--- config.mk ---
export PLATFORM = sky130hd
export DESIGN_NAME = barrido_columnas
export DESIGN_NICKNAME = d
export VERILOG_FILES = /design/src/rtl/barrido_columnas.sv
export SDC_FILE = /design/constraint.sdc
export NUM_CORES = 1
export LEC_CHECK = 0
export ABC_AREA = 1
export BUFFER_PORTS_ARGS = -buffer_cell sky130_fd_sc_hd__buf_2
export CORE_AREA = 2 2 39 41
export CTS_BUF_LIST = sky130_fd_sc_hd__clkbuf_8
export DETAILED_ROUTE_END_ITERATION = 8
export DIE_AREA = 0 0 41 43
export PLACE_DENSITY = 0.4
export SYNTH_ARGS = -nofsm -noshare
export SYNTH_HDL_FRONTEND = slang
export SYNTH_SLANG_ARGS = --single-unit
--- constraint.sdc ---
create_clock -name clk -period 0.8 [get_ports clk]
set_input_delay 0.04 -clock clk [delete_from_list [all_inputs] [get_ports clk]]
set_output_delay 0.04 -clock clk [all_outputs]
set_load 0.02 [all_outputs]
--- src/rtl/barrido_columnas.sv ---
// -----------------------------------------------------------------------------
// barrido_columnas -- keypad column-scan generator
//
// Drives one column of a 4-column matrix keypad at a time. Each column stays
// active for SCAN_DIV clock cycles, and then the drive rotates to the next
// column (0 -> 1 -> 2 -> 3 -> 0). The row-sense and debounce logic uses
// col_idx and col_step to know which column is currently active.
//
// Parameters
//   SCAN_DIV  number of clock cycles each column stays active. Values below 1
//             are treated as 1.
//
// Ports
//   clk       in   1  system clock, rising-edge active
//   rst       in   1  asynchronous, active-high reset
//   hold      in   1  1 = freeze the scan on the current column
//   col       out  4  registered column drive, exactly one column active
//   col_idx   out  2  binary index of the active column, always matches col
//   col_step  out  1  one-cycle pulse in the first cycle a new column is active
//
// Configuration macro
//   BARRIDO_ACTIVE_LOW_EN  When defined, col is one-cold (active-low) for
//                          pull-up keypads: the reset value is 4'b1110 and the
//                          sequence is 1110, 1101, 1011, 0111. col_idx and
//                          col_step are the same in both builds.
// -----------------------------------------------------------------------------
module barrido_columnas #(
  parameter int SCAN_DIV = 1
) (
  input  logic       clk,
  input  logic       rst,
  input  logic       hold,
  output logic [3:0] col,
  output logic [1:0] col_idx,
  output logic       col_step
);

  // A divide value of 0 (or less) behaves as 1.
  localparam int DIV   = (SCAN_DIV < 1) ? 1 : SCAN_DIV;
  localparam int CLOG  = $clog2(DIV + 1);
  localparam int CNT_W = (CLOG < 1) ? 1 : CLOG;
  localparam logic [CNT_W-1:0] CNT_LAST = CNT_W'(DIV - 1);

  // col_q is kept in the output polarity so that the col pin comes straight
  // from a flop. A left rotate works for both one-hot and one-cold patterns.
`ifdef BARRIDO_ACTIVE_LOW_EN
  localparam logic [3:0] COL_RST = 4'b1110;
`else
  localparam logic [3:0] COL_RST = 4'b0001;
`endif

  logic [CNT_W-1:0] count_q, count_d;
  logic [3:0]       col_q,   col_d;
  logic [1:0]       idx_q,   idx_d;
  logic             step_q,  step_d;

  always_comb begin
    count_d = count_q;
    col_d   = col_q;
    idx_d   = idx_q;
    step_d  = 1'b0;
    if (hold) begin
      // Hold takes priority over the terminal count. The next advance then
      // comes a full SCAN_DIV period after hold drops.
      count_d = '0;
    end else if (count_q == CNT_LAST) begin
      count_d = '0;
      col_d   = {col_q[2:0], col_q[3]};
      idx_d   = idx_q + 2'd1;
      step_d  = 1'b1;
    end else begin
      count_d = count_q + CNT_W'(1);
    end
  end

  always_ff @(posedge clk or posedge rst) begin
    if (rst) begin
      count_q <= '0;
      col_q   <= COL_RST;
      idx_q   <= 2'd0;
      step_q  <= 1'b0;
    end else begin
      count_q <= count_d;
      col_q   <= col_d;
      idx_q   <= idx_d;
      step_q  <= step_d;
    end
  end

  assign col      = col_q;
  assign col_idx  = idx_q;
  assign col_step = step_q;

endmodule

==> reports/results.txt <==
Outcome -> finished, violations left
Failing checks -> setup timing
Top Layer Used -> met3
Met1 WL -> 272 um
Vias -> 238
Met2 wire length -> 258 um
Starting density of the core -> 18.4%
Placed Cells -> 50
Slew @ Worst Pin -> 0.273 ns
DRT Pass-1 Iters -> 4
CP peak stage delay -> 0.53 ns
Synth top area cells -> dfrtp_1, dfstp_2, nand2_1, inv_1, o21ai_0
Gate power share -> 37.4%
Die footprint -> 1760 um2
Crit path time final -> 0.907 ns
Max IR drop VDD -> 0.00107 V
Number of synthesized register bits -> 7
CP Launch Type -> register
Design area -> 469 um2
Clock group share of total power -> 30.1%
Area post-placement -> 320 um2
Met3 WL post-DR -> 40 um
Data arrival, critical path -> 0.87 ns
Cell Rows -> 14
Drt first-iter violations -> 2
Nets -> 49
Storage cell area -> 176 um2
Largest net degree at the start of global routing -> 8
Critical-path cell list -> buf_6
Total chip power -> 1.57 mW
Fin. max-slew vios -> 0
CP max-delay cell -> dfstp_2
Syn Std Cell Area -> 255 um2
Post-route ant nets -> 0
Final-layout fill cell count -> 149
Ys Warns -> 0
I/O pin cnt -> 10
Switching Power -> 0.469 mW
Synth cell types -> 9
Worst skew pair latency -> 0.22 ns
Drt total wl -> 571 um
Buffers on Ports -> 9
CTS Buffer Depth -> 2
Residual DRC -> 0
CTS tree -> built
Root Buffer Master -> clkbuf_8
Fin crit share -> 113%
RSZ-0062 raised after global routing -> true
Total Negative Setup Slacks -> -0.190 ns
MaxCap Viol Count -> 0
Vias in the first global route -> 231
DR vias/cell -> 3.90
Fin worst setup slack -> -0.107 ns
Global placement routability congestion -> 0.682
Clock transition at path regs -> 0.04 ns
CP delay by family, top -> flip-flops
Initial antenna violation count -> 0
Die Y -> 43 um
Area leader, netlist -> dfrtp_1
Sw Share -> 29.8%
Hold Crit Class -> primary input to register
Leakage power -> 0.241 nW
Chip Width -> 41 um
Cells after Synth -> 25
Final setup viols -> 3
Layout cells sized above 1 -> 51.1%
Fin cells -> 61
Skew final -> 0.00416 ns
Crit path required time -> 0.76 ns
Multi-input gate area -> 67.6 um2
Sink Count -> 7
CP endpoint kind -> output port
Gr ovfl total -> 0
Area growth from synthesis to layout -> 83.8%
Seq/Total Area, Yosys -> 69.1%
P_int -> 1.11 mW
Power density over the cells -> 3360 nW/um2
DR WL/cell -> 9.36 um
Tot GR Track Use -> 8.10%
Fmax -> 1100 MHz
Hold Vio Cnt, Final -> 0
Flop pwr share -> 32.5%
Syn avg cell area -> 10.2 um2
H-tree depth -> 1
Post-synth top area share -> 58.8%
WS Path Type -> register to output port
Most frequent cells in the layout -> nand2_1, buf_6, dfrtp_1
Core Area -> 1380 um2
Max_slew headroom -> 81.8%
Diode count -> 0
Global-route wire length before repair -> 903 um
Buf+Inv Stages, Crit Path -> 1
Crit Path Max Fanout -> 2
Mapped Nets -> 28
Final core occ -> 33.9%
TritonCTS buffer count -> 3
path summary, 6_finish.rpt:
path | from | end | cells after the start | slack (ns)
min in group asynchronous | rst | col_idx[1]$_DFFE_PP0N_ | 3 | 0.29
worst max-delay path | col[0]$_DFFE_PP1N_ | col[0] | 1 | -0.11
worst min register to register | col_idx[0]$_DFFE_PP0N_ | col_idx[0]$_DFFE_PP0N_ | 2 | 0.58
worst max register to register | col[0]$_DFFE_PP1N_ | col[1]$_DFFE_PP0N_ | 3 | -0.05
max in group asynchronous | rst | col[0]$_DFFE_PP1N_ | 3 | 0.24
worst min-delay path | hold | col[1]$_DFFE_PP0N_ | 2 | 0.08
logic make-up (layout without fill, tap and decap cells):
family                    after synthesis  in the layout  share of synthesized area, %
xor gates and xnor gates                1              1                          3.43
DFF                                     7              7                          69.1
and+or+nand+nor                         8              8                          12.3
AOI/OAI and AO/OA                       4              4                          7.84
buffers and inverters                   5             25                          7.35
registers in the layout, indices dropped and copies added (netlist names):
signal / flops
col: 4
col_idx: 2
col_step: 1
stage by stage:
| stage | hold slack [ns] | worst slack, ns |
|---|---|---|
| 2_1_floorplan | -0.157 | 0.0100 |
| 5_1_grt | 0.0998 | -0.128 |
| 3_5_place_dp | -0.0150 | 0.0484 |
| 6_report | 0.0832 | -0.107 |
| 3_3_place_gp | -0.0213 | 0.0687 |
| 4_1_cts | 0.0867 | -0.116 |
cells in the mapped netlist:
| cell type | count |
|---|---|
| xnor2_1 | 1 |
| nand3_1 | 1 |
| nand2_1 | 7 |
| o21ai_0 | 2 |
| inv_1 | 4 |
| dfrtp_1 | 6 |
| dfstp_2 | 1 |
| o21ai_1 | 2 |
| inv_2 | 1 |
cell type report:
| cell class | count | area share, % |
|---|---|---|
| Sequential cell | 7 | 37.6 |
| Timing Repair Buffer | 16 | 30.1 |
| Multi-Input combinational cell | 13 | 14.4 |
| Clock buffer | 3 | 8.80 |
| Tap cell | 16 | 4.27 |
| Inverter | 5 | 4.00 |
| Clock inverter | 1 | 0.800 |
power groups by stage:
stage | clock network, mW | logic (mW) | registers (mW)
2_1_floorplan | 0 | 0.100 | 0.629
3_3_place_gp | 0 | 0.323 | 0.517
3_5_place_dp | 0 | 0.329 | 0.523
4_1_cts | 0.495 | 0.521 | 0.497
5_1_grt | 0.516 | 0.641 | 0.521
6_report | 0.475 | 0.588 | 0.512
routing by layer:
layer | vias to the layer above | track usage, %
li1 | 116 | -
met1 | 114 | 10.9
met2 | 8 | 10.0
met3 | 0 | 3.14
met4 | 0 | 6.00
met5 | - | 0
what timing repair did:
| action | in CTS | in global routing |
|---|---|---|
| setup buffers | 5 | 1 |
| endpoints found under the hold margin | 6 | 0 |
| hold buffers | 1 | 0 |
| setup endpoints to repair | 5 | 9 |
| gates resized for setup | 8 | 7 |
worst reg2reg max path: cells and delay by family, from the launching register on:
family / cells / cell delay, ns
buffers and inverters: 2 / 0.14
DFF: 1 / 0.53
AOI/OAI and AO/OA: 1 / 0.10
No activity file was read; power rests on OpenSTA's default activity.
